File: config.mk
export PLATFORM = sky130hd
export DESIGN_NAME = mem_bist_master
export DESIGN_NICKNAME = d
export VERILOG_FILES = /design/src/rtl/mem_bist_master.sv
export SDC_FILE = /design/constraint.sdc
export NUM_CORES = 1
export LEC_CHECK = 0
export ABC_AREA = 1
export ABC_CLOCK_PERIOD_IN_PS = 2400
export CAP_MARGIN = 15
export CORE_MARGIN = 2
export CORE_UTILIZATION = 55
export CTS_BUF_LIST = sky130_fd_sc_hd__clkbuf_8
export DETAILED_ROUTE_END_ITERATION = 10
export GPL_TIMING_DRIVEN = 0
export PLACE_DENSITY = 0.82
export SYNTH_ARGS = -nofsm -noshare
export SYNTH_HDL_FRONTEND = slang
export SYNTH_SLANG_ARGS = --single-unit
File: constraint.sdc
create_clock -name clk_i -period 2.4 [get_ports clk_i]
set_input_delay 0.36 -clock clk_i [delete_from_list [all_inputs] [get_ports clk_i]]
set_output_delay 0.36 -clock clk_i [all_outputs]
set_load 0.005 [all_outputs]
File: src/rtl/mem_bist_master.sv
// Memory built-in self-test sequencer.
// Writes (seed + address) to every word of a single-port valid/ready memory,
// reads every word back, and reports pass/fail, mismatch count, first failing
// address and handshake timeout. All outputs are registered.
module mem_bist_master #(
    parameter int DEPTH      = 16,
    parameter int WIDTH      = 8,
    parameter int ADDR_WIDTH = $clog2(DEPTH),
    parameter int TIMEOUT    = 8
) (
    input  logic                  clk_i,
    input  logic                  rst_i,
    input  logic                  start_i,
    input  logic [WIDTH-1:0]      seed_i,
    input  logic                  ready_i,
    input  logic [WIDTH-1:0]      rdata_i,
    output logic                  valid_o,
    output logic                  wr_rd_o,
    output logic [ADDR_WIDTH-1:0] addr_o,
    output logic [WIDTH-1:0]      wdata_o,
    output logic                  busy_o,
    output logic                  done_o,
    output logic                  pass_o,
    output logic [ADDR_WIDTH:0]   err_cnt_o,
    output logic [ADDR_WIDTH-1:0] fail_addr_o,
    output logic                  timeout_o
);

    localparam int CNT_W = $clog2(TIMEOUT + 1);

    localparam logic [ADDR_WIDTH-1:0] IDX_LAST = ADDR_WIDTH'(DEPTH - 1);
    localparam logic [ADDR_WIDTH-1:0] IDX_ONE  = ADDR_WIDTH'(1);
    localparam logic [ADDR_WIDTH:0]   ERR_ONE  = (ADDR_WIDTH + 1)'(1);
    localparam logic [CNT_W-1:0]      TMO_LAST = CNT_W'(TIMEOUT - 1);
    localparam logic [CNT_W-1:0]      CNT_ONE  = CNT_W'(1);

    typedef enum logic [2:0] {
        IDLE,
        WR_ISSUE,
        WR_WAIT,
        RD_ISSUE,
        RD_WAIT,
        DONE
    } state_t;

    state_t                state;
    logic [ADDR_WIDTH-1:0] idx;
    logic [WIDTH-1:0]      seed_q;
    logic [CNT_W-1:0]      wait_cnt;
    logic [ADDR_WIDTH-1:0] idx_next;
    logic                  mismatch;

    // Test pattern: seed plus address, wrapping modulo 2^WIDTH.
    function automatic logic [WIDTH-1:0] pattern(input logic [WIDTH-1:0]      seed,
                                                 input logic [ADDR_WIDTH-1:0] a);
        return seed + WIDTH'(a);
    endfunction

    assign idx_next = idx + IDX_ONE;
    assign mismatch = (rdata_i != pattern(seed_q, idx));

    // Sequencer FSM; every memory-facing and status output is a register here.
    always_ff @(posedge clk_i or negedge rst_i) begin
        if (!rst_i) begin
            state       <= IDLE;
            idx         <= '0;
            seed_q      <= '0;
            wait_cnt    <= '0;
            valid_o     <= 1'b0;
            wr_rd_o     <= 1'b0;
            addr_o      <= '0;
            wdata_o     <= '0;
            busy_o      <= 1'b0;
            done_o      <= 1'b0;
            pass_o      <= 1'b0;
            err_cnt_o   <= '0;
            fail_addr_o <= '0;
            timeout_o   <= 1'b0;
        end else begin
            case (state)
                IDLE, DONE: begin
                    // A start in DONE wins over any ready that happens to be present.
                    if (start_i) begin
                        seed_q      <= seed_i;
                        idx         <= '0;
                        err_cnt_o   <= '0;
                        fail_addr_o <= '0;
                        timeout_o   <= 1'b0;
                        done_o      <= 1'b0;
                        pass_o      <= 1'b0;
                        busy_o      <= 1'b1;
                        valid_o     <= 1'b1;
                        wr_rd_o     <= 1'b1;
                        addr_o      <= '0;
                        wdata_o     <= seed_i;
                        state       <= WR_ISSUE;
                    end
                end
                WR_ISSUE: begin
                    valid_o  <= 1'b0;
                    wait_cnt <= '0;
                    state    <= WR_WAIT;
                end
                WR_WAIT: begin
                    if (ready_i) begin
                        valid_o <= 1'b1;
                        if (idx == IDX_LAST) begin
                            idx     <= '0;
                            wr_rd_o <= 1'b0;
                            addr_o  <= '0;
                            state   <= RD_ISSUE;
                        end else begin
                            idx     <= idx_next;
                            addr_o  <= idx_next;
                            wdata_o <= pattern(seed_q, idx_next);
                            state   <= WR_ISSUE;
                        end
                    end else if (wait_cnt == TMO_LAST) begin
                        // Lost handshake: abandon the remaining transactions.
                        timeout_o <= 1'b1;
                        done_o    <= 1'b1;
                        busy_o    <= 1'b0;
                        pass_o    <= 1'b0;
                        state     <= DONE;
                    end else begin
                        wait_cnt <= wait_cnt + CNT_ONE;
                    end
                end
                RD_ISSUE: begin
                    valid_o  <= 1'b0;
                    wait_cnt <= '0;
                    state    <= RD_WAIT;
                end
                RD_WAIT: begin
                    if (ready_i) begin
                        if (mismatch) begin
                            err_cnt_o <= err_cnt_o + ERR_ONE;
                            if (err_cnt_o == '0) begin
                                fail_addr_o <= idx;
                            end
                        end
                        if (idx == IDX_LAST) begin
                            done_o <= 1'b1;
                            busy_o <= 1'b0;
                            pass_o <= (err_cnt_o == '0) && !mismatch;
                            state  <= DONE;
                        end else begin
                            idx     <= idx_next;
                            addr_o  <= idx_next;
                            valid_o <= 1'b1;
                            state   <= RD_ISSUE;
                        end
                    end else if (wait_cnt == TMO_LAST) begin
                        timeout_o <= 1'b1;
                        done_o    <= 1'b1;
                        busy_o    <= 1'b0;
                        pass_o    <= 1'b0;
                        state     <= DONE;
                    end else begin
                        wait_cnt <= wait_cnt + CNT_ONE;
                    end
                end
                default: begin
                    state <= IDLE;
                end
            endcase
        end
    end

endmodule

Yosys cells after proc, flatten, opt, wreduce, memory -nomap -nowiden
Cells that the tools add are included.
{"block": "op_classes", "add_sub_neg": 5, "n_eq_ne": 21, "mux": 54, "n_reduce_logical": 23}
{"cell": "4-bit 2-to-1 mux", "count": 10}
{"cell": "8-bit 2-to-1 mux", "count": 3}
{"cell": "2-bit != test (second input constant)", "count": 11}
{"cell": "1-bit 2-to-1 mux", "count": 20}
{"cell": "4-bit AND reduction", "count": 5}
{"cell": "8-bit by 4-bit adder with 8-bit output", "count": 2}
{"cell": "4-bit case mux with 2 select lines", "count": 2}
{"cell": "8-bit case mux with 2 select lines", "count": 1}
{"cell": "3-bit 2-to-1 mux", "count": 5}
{"cell": "5-bit 2-to-1 mux", "count": 3}
{"cell": "3-bit case mux with 5 select lines", "count": 1}
{"cell": "5-bit AND reduction", "count": 3}
{"cell": "4-bit case mux with 3 select lines", "count": 1}
{"cell": "5-bit case mux with 2 select lines", "count": 1}
{"cell": "1-bit case mux with 3 select lines", "count": 3}
{"cell": "4-bit by 1-bit adder with 4-bit output (second input constant)", "count": 2}
{"cell": "8-bit != test", "count": 1}
{"cell": "2-bit nonzero test", "count": 4}
{"cell": "3-bit by 2-bit equality test with 1-bit output (second input constant)", "count": 2}
{"cell": "3-bit equality test (second input constant)", "count": 2}
{"cell": "2-bit OR reduction", "count": 3}
{"cell": "5-bit by 1-bit adder with 5-bit output (second input constant)", "count": 1}
{"cell": "5-bit logical NOT", "count": 1}
{"cell": "4-bit by 3-bit equality test with 1-bit output (second input constant)", "count": 1}
{"cell": "14 further kinds", "count": 15}
{"block": "totals", "register_bits": 42, "in_bits": 20, "out_inout_bits": 27, "elab_cells": 116}

Depth between registers and ports, before layout
{"block": "logic_depth", "word_depth": 7, "ltp_mapped": 14, "mapped_depth_nobuf": 14}

Worst setup path after synthesis
No wires, ideal clock.
{"block": "synth_path", "kind": "register -> register", "startpoint": "register idx[0]", "endpoint": "register err_cnt_o[2]", "setup_ns": 0.077, "t_arrival_ns": 2.138, "required_time_ns": 2.323, "setup_slack_ns": 0.185, "path_stages_with_launch": 14, "path_buffers": 0, "period_less_slack_ns": 2.215, "path_cell_list": "dfrtp_1 ha_1 fa_1 nand3_1 inv_1 nor2_1 nand2_1 nand2_1 nand3_1 nor2_1 nand3_1 nand2_4 nand2_1 o21ai_1"}
{"block": "synth_between", "elab_chain_len": 4}
{"item": "start: declaration", "line": "47", "rtl": "logic [ADDR_WIDTH-1:0] idx;"}
{"item": "start signal: assignment", "line": "113", "rtl": "idx <= idx_next;"}
{"item": "start signal: assignment", "line": "148", "rtl": "idx <= idx_next;"}
{"item": "8-bit by 4-bit adder with 8-bit output", "line": "56", "rtl": "return seed + WIDTH'(a);"}
{"item": "8-bit != test", "line": "60", "rtl": "assign mismatch = (rdata_i != pattern(seed_q, idx));"}
{"item": "2-bit != test (no source line)"}
{"item": "4-bit AND reduction (no source line)"}
{"item": "end signal: assignment", "line": "137", "rtl": "err_cnt_o <= err_cnt_o + ERR_ONE;"}
{"item": "end: declaration", "line": "24", "rtl": "output logic [ADDR_WIDTH:0] err_cnt_o,"}
No other way between the ends.
A chain may end at the register's enable or synchronous reset.

Worst setup path in the final report
{"block": "layout_path", "startpoint": "register idx[0]", "endpoint": "register err_cnt_o[1]"}
Same word-level chain as after synthesis.

==> run_results.csv <==
group,metric,value,unit
run_status,status,"complete, no violations",
yosys,synthArstFlopShare,1.00,
worst_setup_path,worst_setup_path_end_kind,"flop",
power_and_ir_drop,power_leakage,0.00166,uW
placement,portBuffers,46,
worst_setup_path,cp-startpoint,"idx[0]",
worst_hold_path,min_path_type,"input port to asynchronous set/reset pin",
yosys,synthCells,370,
die,dieArea,5730,um2
placement,gp_congestion,0.904,
yosys,netlist_area,2830,um2
drt,avgViaCountPerCell,5.20,
yosys,ys_types,39,
yosys,syn_avg_cell_area,7.64,um2
die,io_pins,47,
die,core_area,5040,um2
die,die_w,75.7,um
final_layout,drive_above_1_share,0.132,
job,drv_cap,0,
timing,worst_pin_slew,0.574,ns
final_layout,nFillCells,420,
clock_tree,clock_path_buffers,2,
worst_setup_path,r2r_start,"idx[0]",
timing,relSlewSlack,0.614,
clock_tree,insertion_delay,0.29,ns
timing,hold_viol,0,
timing,report.final.slew_viol_count,0,
die,die_y,75.7,um
power_and_ir_drop,irDropWorstVdd,823,uV
yosys,synthFlopType,"dfrtp_1",
final_layout,diodes,0,
global_route,grt_use_total,0.242,
final_layout,most-common-layout-cells,"nand2_1 (114), clkdlybuf4s50_1 (45), dfrtp_1 (40), inv_1 (39), nand3_1 (28)",
final_layout,nets,459,
global_route,overflow,0,
clock_tree,cts_setup_buffers,0,
drt,antenna_left,0,
yosys,synth_edf_count,0,
drt,firstDrtPassIters,4,
worst_setup_path,worst-setup-path-type,"flop to flop",
placement,place_hpwl,4.85,mm
clock_tree,cts_root_buffer,"clkbuf_8",
timing,skew,0.00356,ns
global_route,antenna_found_initial,0,
timing,fin_crit,2.26,ns
clock_tree,cts_max_level,2,
timing,finalCritPeriodShare,0.940,
worst_setup_path,startpoint_type,"flop",
final_layout,synthToLayoutAreaGrowth,24.6,%
yosys,synth-seq-cells,42,
yosys,yosysTopAreaCellShare,0.372,
timing,rsz0062_at_grt,"true",
drt,wl_per_cell,12.9,um
yosys,synth_top_cell_by_area,"dfrtp_1",
power_and_ir_drop,p_per_area,1080,nW/um2
yosys,synthTopCellsByArea,"dfrtp_1 (37%), nand2_1 (15%), ha_1 (5.3%)",
drt,finalWirelength,6.38,mm
global_route,grt_max_degree,38,
drt,drc,0,
worst_setup_path,path_max_fanout,10,
timing,fmax,0.443,GHz
yosys,synth-seq-area-share,0.372,
worst_setup_path,required,2.62,ns
clock_tree,cts_buffers,5,
timing,hold_slack,0.447,ns
yosys,yosysWarnings,0,
final_layout,layout.area.seq,1050,um2
clock_tree,cts_tree,"done",
final_layout,mostFrequentLayoutCell,"nand2_1",
timing,finalSetupViolations,0,
clock_tree,clk_pin_slew,0.08,ns
die,start_util,0.561,
power_and_ir_drop,power,3810,uW
die,fp-row-count,26,
clock_tree,clock_sinks,42,
yosys,synth_fp_nets,404,
worst_setup_path,arrival,2.47,ns
final_layout,multi_input_area,1600,um2
global_route,grt_pass1_wl,10.6,mm
drt,vias,2573,
drt,drtIter0Drc,121,
global_route,grt_pass1_vias,2426,
metal layers:
| metal | wire length, um | share of wire | GRT usage |
|---|---|---|---|
| met2 | 2980 | 0.47 | 0.401 |
| met3 | 280 | 0.044 | 0.0410 |
| met4 | 55 | 0.0086 | 0.0741 |
| met5 | 0 | 0 | 0 |
| met1 | 3060 | 0.48 | 0.326 |
power breakdown:
part	total [uW]	leakage, uW	internal, uW	switching, uW
Combinational	2220	0.00109	931	1290
Clock	430	0.0000414	195	235
Sequential	1170	0.000535	941	225
synthesized netlist by cell type (3+ instances only):
master,instances
a21oi_1,11
o211ai_1,3
or2_2,5
o21ai_0,10
xor2_1,9
inv_1,38
nor2_1,29
nor2_4,5
o21ai_1,8
ha_1,12
xnor2_1,4
nand3b_1,3
nand4_1,5
nand3_1,29
nand2_4,4
a31oi_1,3
nand2_1,114
inv_2,5
nor2_2,3
dfrtp_1,42
sequential cells by signal (all words and copies together) (netlist names):
register / cells
valid_o: 1
fail_addr_o: 4
err_cnt_o: 5
timeout_o: 1
wr_rd_o: 1
wait_cnt: 4
done_o: 1
pass_o: 1
seed_q: 8
state: 3
wdata_o: 8
busy_o: 1
idx: 4
worst max-delay path, stage by stage (launching register included):
cell and delay (ns):
dfrtp_2 0.46, ha_2 0.23, fa_2 0.53, xnor2_1 0.11, nand2_1 0.07, nor2_1 0.12, nand3_1 0.13, nor2_4 0.15
nand3_4 0.14, nand2_8 0.12, nand2_1 0.05, o21ai_1 0.07
final cells by class:
type / instances / share of cell area
plain buffers: 6 / 0.0135
repair buffers: 48 / 0.138
clock buffers: 5 / 0.0195
clock inverters: 2 / 0.00320
multi-input cells: 278 / 0.455
well taps: 70 / 0.0249
inverters: 44 / 0.0472
flip-flops and latches: 42 / 0.299
worst paths after layout:
| path | to | slack [ns] | cells past startpoint |
|---|---|---|---|
| setup / recovery | err_cnt_o[1] | 0.14 | 11 |
| hold / removal | wdata_o[6] | 0.45 | 2 |
| setup reg to reg | err_cnt_o[1] | 0.14 | 11 |
| hold reg to reg | fail_addr_o[2] | 0.48 | 2 |
| max in group asynchronous | idx[1] | 1.51 | 3 |
| min in group clk_i | fail_addr_o[2] | 0.48 | 2 |
stage by stage:
stage	cells	utilization	setup slack (ns)	TNS (ns)	cell area [um2]
detailed placement	487	0.672	-0.154	-1.18	3390
CTS	495	0.692	0.00968	0	3490
global placement	486	0.669	-0.128	-5.47	3370
global route	495	0.699	0.00118	0	3520
finish	495	0.699	0.144	0	3520
floorplan	370	-	0.185	0	2830
cells by family after synthesis:
family,share of synthesized area
AO/OA/AOI/OAI,0.108
flip-flops,0.372
adder cells (fa/ha/maj),0.0673
buffers and inverters,0.0757
XOR/XNOR,0.0403
AND/OR/NAND/NOR,0.337
repair_timing:
| item | CTS | global route |
|---|---|---|
| setup endpoints to repair | 9 | 12 |
| endpoints found under the hold margin | 5 | 0 |
| resized for setup | 3 | 8 |
| cloned | 0 | 0 |
| hold buffers | 1 | 0 |
Power figures use the tool's default switching activity.
